===== src/rtl/lsu_pkg.sv =====
// Shared encodings for the load/store unit: funct3 access codes, FSM states
// and fault cause values.
package lsu_pkg;

    localparam logic [2:0] F3_B  = 3'b000;
    localparam logic [2:0] F3_H  = 3'b001;
    localparam logic [2:0] F3_W  = 3'b010;
    localparam logic [2:0] F3_BU = 3'b100;
    localparam logic [2:0] F3_HU = 3'b101;

    typedef enum logic [1:0] {
        S_IDLE,
        S_WAIT,
        S_DONE
    } lsu_state_t;

    typedef enum logic [1:0] {
        CAUSE_NONE       = 2'd0,
        CAUSE_MISALIGNED = 2'd1,
        CAUSE_ILLEGAL    = 2'd2,
        CAUSE_TIMEOUT    = 2'd3
    } fault_cause_t;

endpackage


===== src/rtl/lsu_align.sv =====
// Combinational byte-lane logic: store lane replication and byte enables,
// load extraction with sign/zero extension, and access legality.
module lsu_align
    import lsu_pkg::*;
(
    input  logic        is_write,
    input  logic [2:0]  funct3,
    input  logic [1:0]  lane,
    input  logic [31:0] store_data,
    input  logic [2:0]  ld_funct3,
    input  logic [1:0]  ld_lane,
    input  logic [31:0] bus_rdata,
    output logic [3:0]  be,
    output logic [31:0] wdata,
    output logic [31:0] load_ext,
    output logic        illegal,
    output logic        misaligned
);

    logic [31:0] shifted;
    logic [7:0]  ld_byte;
    logic [15:0] ld_half;

    always_comb begin
        be         = '0;
        wdata      = store_data;
        illegal    = 1'b0;
        misaligned = 1'b0;
        if (is_write) begin
            case (funct3)
                F3_B: begin
                    be    = 4'b0001 << lane;
                    wdata = {4{store_data[7:0]}};
                end
                F3_H: begin
                    be    = lane[1] ? 4'b1100 : 4'b0011;
                    wdata = {2{store_data[15:0]}};
                end
                F3_W:    be = '1;
                default: illegal = 1'b1;
            endcase
        end else begin
            case (funct3)
                F3_B, F3_BU, F3_H, F3_HU, F3_W: illegal = 1'b0;
                default:                        illegal = 1'b1;
            endcase
        end
        // funct3[1:0] encodes the access size for every legal code
        if (funct3[1:0] == 2'b01 && lane[0])
            misaligned = 1'b1;
        if (funct3[1:0] == 2'b10 && lane != 2'b00)
            misaligned = 1'b1;
    end

    always_comb begin
        shifted  = bus_rdata >> {ld_lane, 3'b000};
        ld_byte  = shifted[7:0];
        ld_half  = ld_lane[1] ? bus_rdata[31:16] : bus_rdata[15:0];
        case (ld_funct3)
            F3_B:    load_ext = {{24{ld_byte[7]}}, ld_byte};
            F3_BU:   load_ext = {24'd0, ld_byte};
            F3_H:    load_ext = {{16{ld_half[15]}}, ld_half};
            F3_HU:   load_ext = {16'd0, ld_half};
            default: load_ext = bus_rdata;
        endcase
    end

endmodule


===== src/rtl/load_store_unit.sv =====
// Load/store unit: issues aligned bus transactions for core loads/stores,
// stalls the core until completion and reports faults in the DONE cycle.
module load_store_unit
    import lsu_pkg::*;
#(
    parameter int unsigned TIMEOUT = 255
) (
    input  logic        clk,
    input  logic        reset,
    input  logic        mem_read,
    input  logic        mem_write,
    input  logic [2:0]  funct3,
    input  logic [31:0] addr,
    input  logic [31:0] store_data,
    output logic [31:0] load_data,
    output logic        stall,
    output logic        fault,
    output logic [1:0]  fault_cause,
    output logic        bus_req,
    output logic        bus_we,
    output logic [31:0] bus_addr,
    output logic [31:0] bus_wdata,
    output logic [3:0]  bus_be,
    input  logic        bus_ack,
    input  logic [31:0] bus_rdata
);

    localparam logic [7:0] TO_LAST = 8'(TIMEOUT - 1);

    lsu_state_t  state;
    logic [7:0]  wait_cnt;
    logic [2:0]  ld_f3_q;
    logic [1:0]  ld_lane_q;
    logic        req;
    logic [3:0]  be_al;
    logic [31:0] wdata_al;
    logic [31:0] load_ext;
    logic        illegal;
    logic        misaligned;

    assign req   = mem_read | mem_write;
    assign stall = req && (state != S_DONE);

    // mem_write alone selects the direction, so a read+write request is a write
    lsu_align u_align (
        .is_write   (mem_write),
        .funct3     (funct3),
        .lane       (addr[1:0]),
        .store_data (store_data),
        .ld_funct3  (ld_f3_q),
        .ld_lane    (ld_lane_q),
        .bus_rdata  (bus_rdata),
        .be         (be_al),
        .wdata      (wdata_al),
        .load_ext   (load_ext),
        .illegal    (illegal),
        .misaligned (misaligned)
    );

    always_ff @(posedge clk) begin
        if (reset) begin
            state       <= S_IDLE;
            wait_cnt    <= '0;
            ld_f3_q     <= '0;
            ld_lane_q   <= '0;
            load_data   <= '0;
            fault       <= 1'b0;
            fault_cause <= CAUSE_NONE;
            bus_req     <= 1'b0;
            bus_we      <= 1'b0;
            bus_addr    <= '0;
            bus_wdata   <= '0;
            bus_be      <= '0;
        end else begin
            case (state)
                S_IDLE: begin
                    if (req) begin
                        if (illegal) begin
                            fault       <= 1'b1;
                            fault_cause <= CAUSE_ILLEGAL;
                            state       <= S_DONE;
                        end else if (misaligned) begin
                            fault       <= 1'b1;
                            fault_cause <= CAUSE_MISALIGNED;
                            state       <= S_DONE;
                        end else begin
                            bus_req   <= 1'b1;
                            bus_we    <= mem_write;
                            bus_addr  <= {addr[31:2], 2'b00};
                            bus_wdata <= wdata_al;
                            bus_be    <= mem_write ? be_al : 4'b0000;
                            ld_f3_q   <= funct3;
                            ld_lane_q <= addr[1:0];
                            wait_cnt  <= '0;
                            state     <= S_WAIT;
                        end
                    end
                end
                S_WAIT: begin
                    if (bus_ack) begin
                        bus_req <= 1'b0;
                        if (!bus_we)
                            load_data <= load_ext;
                        state <= S_DONE;
                    end else if (wait_cnt == TO_LAST) begin
                        bus_req     <= 1'b0;
                        load_data   <= '0;
                        fault       <= 1'b1;
                        fault_cause <= CAUSE_TIMEOUT;
                        state       <= S_DONE;
                    end else begin
                        wait_cnt <= wait_cnt + 8'd1;
                    end
                end
                S_DONE: begin
                    fault       <= 1'b0;
                    fault_cause <= CAUSE_NONE;
                    state       <= S_IDLE;
                end
                default: state <= S_IDLE;
            endcase
        end
    end

endmodule


===== config.mk =====
export PLATFORM = sky130hd
export DESIGN_NAME = load_store_unit
export DESIGN_NICKNAME = d
export VERILOG_FILES = /design/src/rtl/lsu_pkg.sv /design/src/rtl/lsu_align.sv /design/src/rtl/load_store_unit.sv
export SDC_FILE = /design/constraint.sdc
export NUM_CORES = 1
export LEC_CHECK = 0
export BUFFER_PORTS_ARGS = -buffer_cell sky130_fd_sc_hd__buf_2
export CORE_ASPECT_RATIO = 2
export CORE_MARGIN = 3
export CORE_UTILIZATION = 45
export DETAILED_ROUTE_END_ITERATION = 16
export PLACE_DENSITY = 0.75
export SYNTH_ARGS = -nofsm -noshare
export SYNTH_HDL_FRONTEND = slang
export SYNTH_SLANG_ARGS = --single-unit

===== constraint.sdc =====
create_clock -name clk -period 4.4 [get_ports clk]
set_input_delay 0.22 -clock clk [delete_from_list [all_inputs] [get_ports clk]]
set_output_delay 0.22 -clock clk [all_outputs]
set_load 0.05 [all_outputs]

==> impl_metrics.py, run 1 <==
metrics = {
    "clock_network": {
        "cts_buffer_depth": 2,
        "post_cts_buffers": 0,
        "cts_resized": 0,
        "clkLatencyLatePin_ns": 0.41,
        "tritoncts": "done",
        "clkSlewWorstSetupHoldPaths_ns": 0.06,
        "clock_sinks": 118,
        "cts_buffers": 17,
        "cts_max_level": 4,
        "hold_buffers": 0,
        "root_buffer": "clkbuf_16",
    },
    "die": {
        "die_y_um": 160,
        "coreArea_mm2": 0.0115,
        "initial_core_util_pct": 46.7,
        "die_area_mm2": 0.0134,
        "rows": 55,
        "ioPinCount": 210,
        "die_w_um": 83.2,
    },
    "timing": {
        "setup_viol": 0,
        "hold_viol_final": 0,
        "slew_headroom_pct": 23.2,
        "worst_slew_pin_slew_ns": 1.14,
        "fmax_mhz": 392,
        "finalCriticalPeriod_ns": 2.55,
        "grt_setup_unrepaired": "false",
        "layout_setup_ws_ns": 1.85,
        "final_max_slew_viol_count": 0,
        "fin_crit_sh_pct": 58.0,
        "tns_ns": 0,
        "skew_ns": 0.0116,
    },
    "logic_synthesis": {
        "synth.avg_cell_area_um2": 8.27,
        "yosysSeqAreaShare_pct": 44.0,
        "synth.area.mux_share_pct": 5.85,
        "synthArstFlopShare_pct": 0,
        "synthCells": 649,
        "synth_top_family_by_area": "compound AO/OA/AOI/OAI gates",
        "synthFlopType": "dfxtp_1",
        "synth_top_area_share_pct": 44.0,
        "synth_compound_area_share_pct": 25.7,
        "ys_ff_latch": 118,
        "synth_xor_area_share_pct": 0.326,
        "syn-cell-area_mm2": 0.00537,
        "synth.area.top_cells": "dfxtp_1 44%, nand2_1 8.8%, a21oi_1 7.8%",
        "synthSimpleGateAreaFrac_pct": 17.5,
        "synth_edf_count": 0,
        "synthDistinctLibCells": 58,
        "synth_largest_area_cell": "dfxtp_1",
        "synth_warnings": 0,
        "synth_fa_ha_area_share_pct": 1.40,
    },
    "critical_path": {
        "worstPathRequired_ns": 4.64,
        "path_buf_inv": 0,
        "cp-start-kind": "flop",
        "worstSetupStartpoint": "ld_lane_q[1]",
        "cp-end-kind": "flop",
        "crit_chain": "mux2i_1, or4_1, o31ai_1, o21ai_1, o31ai_1",
        "r2r-start": "ld_lane_q[1]",
        "crit_cells": 5,
        "crit_type": "flop to flop",
        "cpMostUsedCell": "o31ai_1",
        "crit_family": "compound AO/OA/AOI/OAI gates",
        "arrival_ns": 2.79,
        "slowest_stage": "o21ai_1",
        "reg2reg_depth": 5,
        "cp_max_fo": 23,
        "cp_slowest_stage_delay_ns": 0.88,
    },
    "grt": {
        "first_global_vias": 5543,
        "antenna_found_initial": 0,
        "grt_pass1_wl_mm": 26.5,
        "grt.total_usage_pct": 24.2,
        "grt_max_degree": 76,
        "grt.overflow.total": 0,
    },
    "final_layout": {
        "layout_common_cells": "207 x buf_2, 126 x nand2_1, 118 x dfxtp_1",
        "layout_commonest_cell": "buf_2",
        "final_util_pct": 61.1,
        "syn_to_final_growth_pct": 30.7,
        "num_antenna_cells": 0,
        "fin_cells": 985,
        "fillers": 1046,
        "layout-drive-gt1-share_pct": 31.6,
        "layout.nets": 940,
    },
    "placed_design": {
        "post-dp-hpwl_mm": 12.4,
        "gp_congestion": 1.01,
        "io_buffers": 207,
        "dp_cells": 953,
        "post-place-ws_ns": 1.92,
    },
    "min_path": {
        "hold_path_class": "primary input to flop",
        "min_from": "addr[14]",
        "min_path_cells": 3,
    },
    "routing": {
        "dr_total_vias": 5570,
        "detail_route.wl_per_cell_um": 16.9,
        "dr.pass1.iters": 4,
        "wirelength_mm": 16.7,
        "drcViolationCount": 0,
        "ant_nets": 0,
        "drtIter0Drc": 313,
        "viasPerCell": 5.65,
    },
    "power": {
        "p_leak_nw": 3.03,
        "irDropWorstVdd_v": 0.000307,
        "p_per_area_mw_per_mm2": 448,
    },
    "flow_run": {
        "maxCapViolations": 0,
    },
    "run_status": {
        "outcome": "complete, no violations",
    },
}
==> where the power goes <==
| part | switching [mW] | total [mW] | internal, mW | leakage, nW |
|---|---|---|---|---|
| clock network | 0.515 | 1.37 | 0.852 | 0.283 |
| registers | 0.0403 | 1.17 | 1.13 | 0.959 |
| logic | 0.434 | 0.609 | 0.175 | 1.79 |
| total | 0.989 | 3.14 | 2.15 | 3.03 |
==> area by class of cell <==
type	instances	area, um2	area share [%]
Inverter	13	48.8	0.695
Sequential cell	118	2360	33.7
Tap cell	142	178	2.53
Clock inverter	14	150	2.14
Multi-Input combinational cell	467	2760	39.3
Clock buffer	18	439	6.26
Timing Repair Buffer	213	1080	15.4
==> layer usage <==
metal | part of all wire, % | global-route usage [%] | vias up
met5 | 0 | 0 | -
met4 | 6.3 | 17.0 | 0
met3 | 7.6 | 6.83 | 62
met1 | 35 | 23.7 | 2574
li1 | - | - | 2681
met2 | 51 | 42.9 | 253
==> metrics by stage <==
stage / area [um2] / hold WS, ns / power [mW]
3_3_place_gp: 6430 / 0.438 / 1.78
5_1_grt: 7020 / 0.0413 / 3.26
6_report: 7020 / 0.0436 / 3.14
2_1_floorplan: 5370 / 0.356 / 1.62
3_5_place_dp: 6430 / 0.446 / 1.80
4_1_cts: 7020 / 0.0318 / 3.16
==> cell families (layout without fill, tap and decap cells) <==
kind of cell	count (synthesis)	count (layout)
and+or+nand+nor	216	216
AOI/OAI and AO/OA	212	212
buffers and inverters	65	258
other	1	2
adders and majority gates	6	6
xor gates and xnor gates	2	2
muxes	29	29
DFF	118	118
==> synth_stat cells (all sizes together) (2+ instances only) <==
| cell | n |
|---|---|
| o22a | 7 |
| a21boi | 7 |
| inv | 13 |
| nor3 | 4 |
| a31oi | 3 |
| nor4 | 2 |
| mux2 | 9 |
| mux2i | 19 |
| o22ai | 6 |
| nor2b | 2 |
| a22oi | 2 |
| nor3b | 3 |
| nand2b | 5 |
| a2111oi | 2 |
| a21oi | 84 |
| clkbuf | 40 |
| o21ai | 19 |
| dfxtp | 118 |
| o31ai | 25 |
| o31a | 2 |
| nand3 | 28 |
| buf | 12 |
| o211ai | 18 |
| nand2 | 126 |
| or4 | 3 |
| nor2 | 36 |
| ha | 6 |
| xnor2 | 2 |
| a2bb2oi | 3 |
| o2bb2ai | 9 |
| and2 | 2 |
| a211o | 2 |
| a211oi | 10 |
==> final timing paths <==
| kind | endpoint | slack, ns |
|---|---|---|
| setup / recovery | load_data[20] | 1.85 |
| hold / removal | bus_addr[14] | 0.04 |
| hold reg to reg | bus_wdata[13] | 0.45 |
| setup reg to reg | load_data[20] | 1.85 |
==> worst reg2reg max path, stage by stage (launching register included) <==
cell     delay (ns)
dfxtp_1        0.87
mux2i_1        0.26
or4_1          0.12
o31ai_1        0.06
o21ai_1        0.88
o31ai_1        0.20
==> state kept, by name, indices dropped and copies added, names as in the netlist <==
name,flops
state,2
fault_cause,2
bus_wdata,32
bus_addr,30
ld_lane_q,2
bus_we,1
load_data,32
bus_be,4
wait_cnt,8
fault,1
ld_f3_q,3
bus_req,1
Power figures use the tool's default switching activity.
==> run 2: changes to the inputs <==
clock period = 2.49 ns   (was 4.4 ns; I/O delays follow)
==> impl_metrics.py, run 2 (synthesis results as in run 1) <==
metrics = {
    "run_status": {
        "outcome": "complete, no violations",
    },
    "routing": {
        "detail_route.wl_per_cell_um": 17.4,
        "drtIter0Drc": 304,
        "viasPerCell": 5.66,
        "drcViolationCount": 0,
        "wirelength_mm": 17.8,
        "dr.pass1.iters": 5,
        "dr_total_vias": 5819,
        "ant_nets": 0,
    },
    "timing": {
        "tns_ns": 0,
        "hold_viol_final": 0,
        "slew_headroom_pct": 27.8,
        "layout_setup_ws_ns": 0.277,
        "fin_crit_sh_pct": 88.9,
        "setup_viol": 0,
        "worst_slew_pin_slew_ns": 1.08,
        "grt_setup_unrepaired": "false",
        "skew_ns": 0.00946,
        "timing.hold.ws_ns": 0.0223,
        "fmax_mhz": 452,
        "finalCriticalPeriod_ns": 2.21,
        "final_max_slew_viol_count": 0,
    },
    "clock_network": {
        "clock_sinks": 118,
        "cts_buffer_depth": 2,
        "cts_resized": 0,
        "hold_buffers": 37,
        "cts_max_level": 4,
        "cts_buffers": 17,
        "clkLatencyLatePin_ns": 0.41,
        "tritoncts": "done",
        "root_buffer": "clkbuf_16",
        "clkSlewWorstSetupHoldPaths_ns": 0.05,
        "post_cts_buffers": 0,
    },
    "flow_run": {
        "maxCapViolations": 0,
    },
    "critical_path": {
        "cp_max_fo": 8,
        "worstPathRequired_ns": 2.83,
        "cp-start-kind": "flop",
        "crit_type": "flop to flop",
        "cp-end-kind": "flop",
        "arrival_ns": 2.55,
    },
    "die": {
        "ioPinCount": 210,
        "rows": 55,
        "initial_core_util_pct": 46.7,
        "die_w_um": 83.2,
        "coreArea_mm2": 0.0115,
        "die_area_mm2": 0.0134,
        "die_y_um": 160,
    },
    "grt": {
        "first_global_vias": 5866,
        "antenna_found_initial": 0,
        "grt.total_usage_pct": 26.0,
        "grt.overflow.total": 0,
        "grt_max_degree": 71,
        "grt_pass1_wl_mm": 28.3,
    },
    "power": {
        "p_leak_nw": 3.25,
        "power_mw": 5.77,
        "p_per_area_mw_per_mm2": 770,
        "irDropWorstVdd_v": 0.000572,
    },
    "final_layout": {
        "syn_to_final_growth_pct": 39.6,
        "layout.nets": 985,
        "final_util_pct": 65.2,
        "layout-drive-gt1-share_pct": 30.5,
        "layout_common_cells": "207 x buf_2, 126 x nand2_1, 118 x dfxtp_1",
        "postLayoutCellArea_mm2": 0.00750,
        "num_antenna_cells": 0,
        "layout_commonest_cell": "buf_2",
        "fin_cells": 1028,
        "reg.largest.list": "bus_wdata: 32 flops, load_data: 32 flops, bus_addr: 30 flops",
        "fillers": 965,
    },
    "placed_design": {
        "post-dp-hpwl_mm": 12.7,
        "gp_congestion": 0.977,
        "dp_cells": 961,
        "post-place-ws_ns": 0.317,
        "postPlaceCellArea_mm2": 0.00651,
        "io_buffers": 207,
    },
    "min_path": {
        "hold_path_class": "primary input to flop",
    },
}
## run 2: changes by cell type in the layout (fill, tap and decap cells not counted), sizes merged
cell,delta
buf,+8
bufinv,+2
clkbuf,+3
clkinv,-2
clkinvlp,-2
dlygate4sd3,+37
inv,-3
## run 2: report_power, final
part / total, mW / internal, mW / switching, mW
clock: 2.55 / 1.71 / 0.839
sequential: 2.06 / 1.99 / 0.0662
combinational: 1.16 / 0.369 / 0.795
total: 5.77 / 4.07 / 1.70
## run 2: worst max-delay path, cell delays in order, from the launching register on
cell and delay, ns:
dfxtp_1 0.38, inv_1 0.08, ha_1 0.30, or3b_2 0.24, o211ai_1 0.13, a211o_1 0.36
or4_1 0.51, a21oi_1 0.14
## run 2: routing by layer
layer	vias up	GRT usage, %	part of all wire, %
li1	2767	-	-
met4	0	14.4	4.4
met1	2723	25.7	35
met2	276	48.9	53
met5	-	0	0
met3	53	5.85	7.3
## run 2: final cells by class
cell class / count / area (um2) / area share (%)
Multi-Input combinational cell: 467 / 2760 / 36.8
Sequential cell: 118 / 2360 / 31.5
Timing Repair Buffer: 258 / 1540 / 20.5
Clock buffer: 21 / 460 / 6.14
Tap cell: 142 / 178 / 2.37
Clock inverter: 9 / 151 / 2.02
Inverter: 13 / 48.8 / 0.651
## run 2: final timing paths
kind | startpoint | to | slack (ns) | depth (start not counted)
setup / recovery | state[0] | wait_cnt[5] | 0.28 | 7
hold / removal | store_data[3] | bus_wdata[3] | 0.02 | 3
setup reg to reg | state[0] | wait_cnt[5] | 0.28 | 7
hold reg to reg | bus_wdata[12] | bus_wdata[12] | 0.45 | 2
==> run 3: changes to the inputs <==
HOLD_SLACK_MARGIN = 0.03   (was unset)
PLACE_DENSITY = 0.73   (was 0.75)
SYNTH_HIERARCHICAL = 1   (was unset)
==> impl_metrics.py, run 3 <==
metrics = {
    "timing": {
        "layout_setup_ws_ns": 0.280,
        "skew_ns": 0.00871,
        "fin_crit_sh_pct": 88.8,
        "setup_viol": 0,
        "slew_headroom_pct": 53.2,
        "timing.hold.ws_ns": 0.0451,
        "tns_ns": 0,
        "grt_setup_unrepaired": "false",
        "finalCriticalPeriod_ns": 2.21,
        "fmax_mhz": 453,
        "hold_viol_final": 0,
        "final_max_slew_viol_count": 0,
        "worst_slew_pin_slew_ns": 0.701,
    },
    "clock_network": {
        "clock_sinks": 118,
        "clkSlewWorstSetupHoldPaths_ns": 0.06,
        "clkLatencyLatePin_ns": 0.41,
        "cts_buffer_depth": 2,
        "post_cts_buffers": 0,
        "cts_buffers": 17,
        "tritoncts": "done",
        "cts_max_level": 4,
        "root_buffer": "clkbuf_16",
    },
    "placed_design": {
        "dp_cells": 1065,
        "io_buffers": 207,
        "post-dp-hpwl_mm": 13.7,
        "gp_congestion": 0.951,
        "post-place-ws_ns": 0.386,
    },
    "power": {
        "p_leak_nw": 3.40,
        "irDropWorstVdd_v": 0.000530,
        "p_per_area_mw_per_mm2": 722,
    },
    "logic_synthesis": {
        "synthArstFlopShare_pct": 0,
        "synth.area.top_cells": "dfxtp_1 40%, a21oi_1 10%, nand2_1 10%",
        "synth_largest_area_cell": "dfxtp_1",
        "synthFlopType": "dfxtp_1",
        "synth_top_area_share_pct": 39.6,
        "yosysSeqAreaShare_pct": 39.6,
        "ys_ff_latch": 118,
        "syn-cell-area_mm2": 0.00596,
        "synthCells": 766,
        "synthDistinctLibCells": 60,
        "synth.most_common_cell": "nand2_1",
        "synth_edf_count": 0,
        "synth.avg_cell_area_um2": 7.78,
        "synth_warnings": 6,
        "ys_top_cells_by_count": "159 x nand2_1, 120 x a21oi_1, 118 x dfxtp_1",
    },
    "routing": {
        "wirelength_mm": 19.4,
        "drtIter0Drc": 328,
        "drcViolationCount": 0,
        "dr_total_vias": 6386,
        "dr.pass1.iters": 6,
        "viasPerCell": 5.63,
        "ant_nets": 0,
        "detail_route.wl_per_cell_um": 17.1,
    },
    "grt": {
        "first_global_vias": 6229,
        "grt.total_usage_pct": 26.0,
        "antenna_found_initial": 0,
        "grt.overflow.total": 0,
        "grt_max_degree": 68,
        "grt_pass1_wl_mm": 30.6,
    },
    "flow_run": {
        "maxCapViolations": 0,
    },
    "critical_path": {
        "arrival_ns": 2.54,
        "cp_max_fo": 16,
        "crit_type": "flop to flop",
        "cp-start-kind": "flop",
        "worstPathRequired_ns": 2.82,
        "cp-end-kind": "flop",
    },
    "final_layout": {
        "layout_common_cells": "206 x buf_2, 159 x nand2_1, 120 x a21oi_1",
        "layout-drive-gt1-share_pct": 30.1,
        "layout_commonest_cell": "buf_2",
        "num_antenna_cells": 0,
        "fin_cells": 1135,
        "reg.largest.list": "bus_wdata: 32 flops, load_data: 32 flops, bus_addr: 30 flops",
        "layout.nets": 1082,
        "syn_to_final_growth_pct": 32.7,
    },
    "die": {
        "initial_core_util_pct": 46.7,
        "die_area_mm2": 0.0147,
        "die_y_um": 169,
        "die_w_um": 87.4,
        "ioPinCount": 210,
        "coreArea_mm2": 0.0128,
        "rows": 58,
    },
    "run_status": {
        "outcome": "complete, no violations",
    },
    "min_path": {
        "hold_path_class": "primary input to flop",
    },
}
-- run 3: metal layers --
layer | global-route usage, % | up-vias | share of wire (%)
li1 | - | 3110 | -
met1 | 26.9 | 2896 | 35
met2 | 45.4 | 298 | 52
met3 | 5.94 | 82 | 6.4
met4 | 16.9 | 0 | 6.3
met5 | 0 | - | 0
-- run 3: per-stage QoR --
stage / util (%) / area [um2] / power, mW
after floorplan: - / 5960 / 3.05
after global placement: 54.6 / 6970 / 3.40
after detailed placement: 54.6 / 6970 / 3.41
after CTS: 61.9 / 7910 / 5.75
after global routing: 61.9 / 7910 / 5.96
final: 61.9 / 7910 / 5.71
-- run 3: cell families (layout without fill, tap and decap cells) --
| logic type | Yosys count | after routing | share of synthesized area [%] |
|---|---|---|---|
| compound gates | 250 | 250 | 24.3 |
| simple gates | 263 | 263 | 20.3 |
| fa+ha+maj | 6 | 6 | 1.26 |
| other cells | 1 | 2 | 0.0629 |
| flops | 118 | 118 | 39.6 |
| buf+inv | 90 | 308 | 7.45 |
| mux | 38 | 38 | 6.99 |
-- run 3: critical path: stages (launching register included) --
cell      delay [ns]
dfxtp_1         0.34
inv_1           0.09
ha_1            0.38
clkinv_1        0.45
mux2_2          0.41
or3_1           0.31
a21oi_1         0.15
-- run 3: layout make-up --
cell class                 count  area [um2]
fill                        1174        4870
multi-input combinational    559        3170
timing repair buffer         263        1580
clock inverter                14         118
sequential                   118        2360
clock buffer                  18         439
tap                          150         188
inverter                      13        48.8
-- run 3: final timing paths --
| path | start | end | slack (ns) | cells past startpoint |
|---|---|---|---|---|
| max | state[1] | fault_cause[0] | 0.28 | 6 |
| min | addr[0] | ld_lane_q[0] | 0.05 | 3 |
| max reg2reg | state[1] | fault_cause[0] | 0.28 | 6 |
| min reg2reg | bus_addr[12] | bus_addr[12] | 0.45 | 2 |
-- run 3: timing repair --
item	CTS	global route
hold buffers	38	0
hold endpoints to repair	38	0
gates resized for setup	0	0
-- run 3: where the power goes --
part | switching [mW] | leakage [nW] | internal (mW) | total (mW)
Sequential | 0.0684 | 0.959 | 2.00 | 2.07
Combinational | 0.943 | 2.18 | 0.423 | 1.37
Clock | 0.958 | 0.266 | 1.32 | 2.28
Total | 1.97 | 3.40 | 3.74 | 5.71
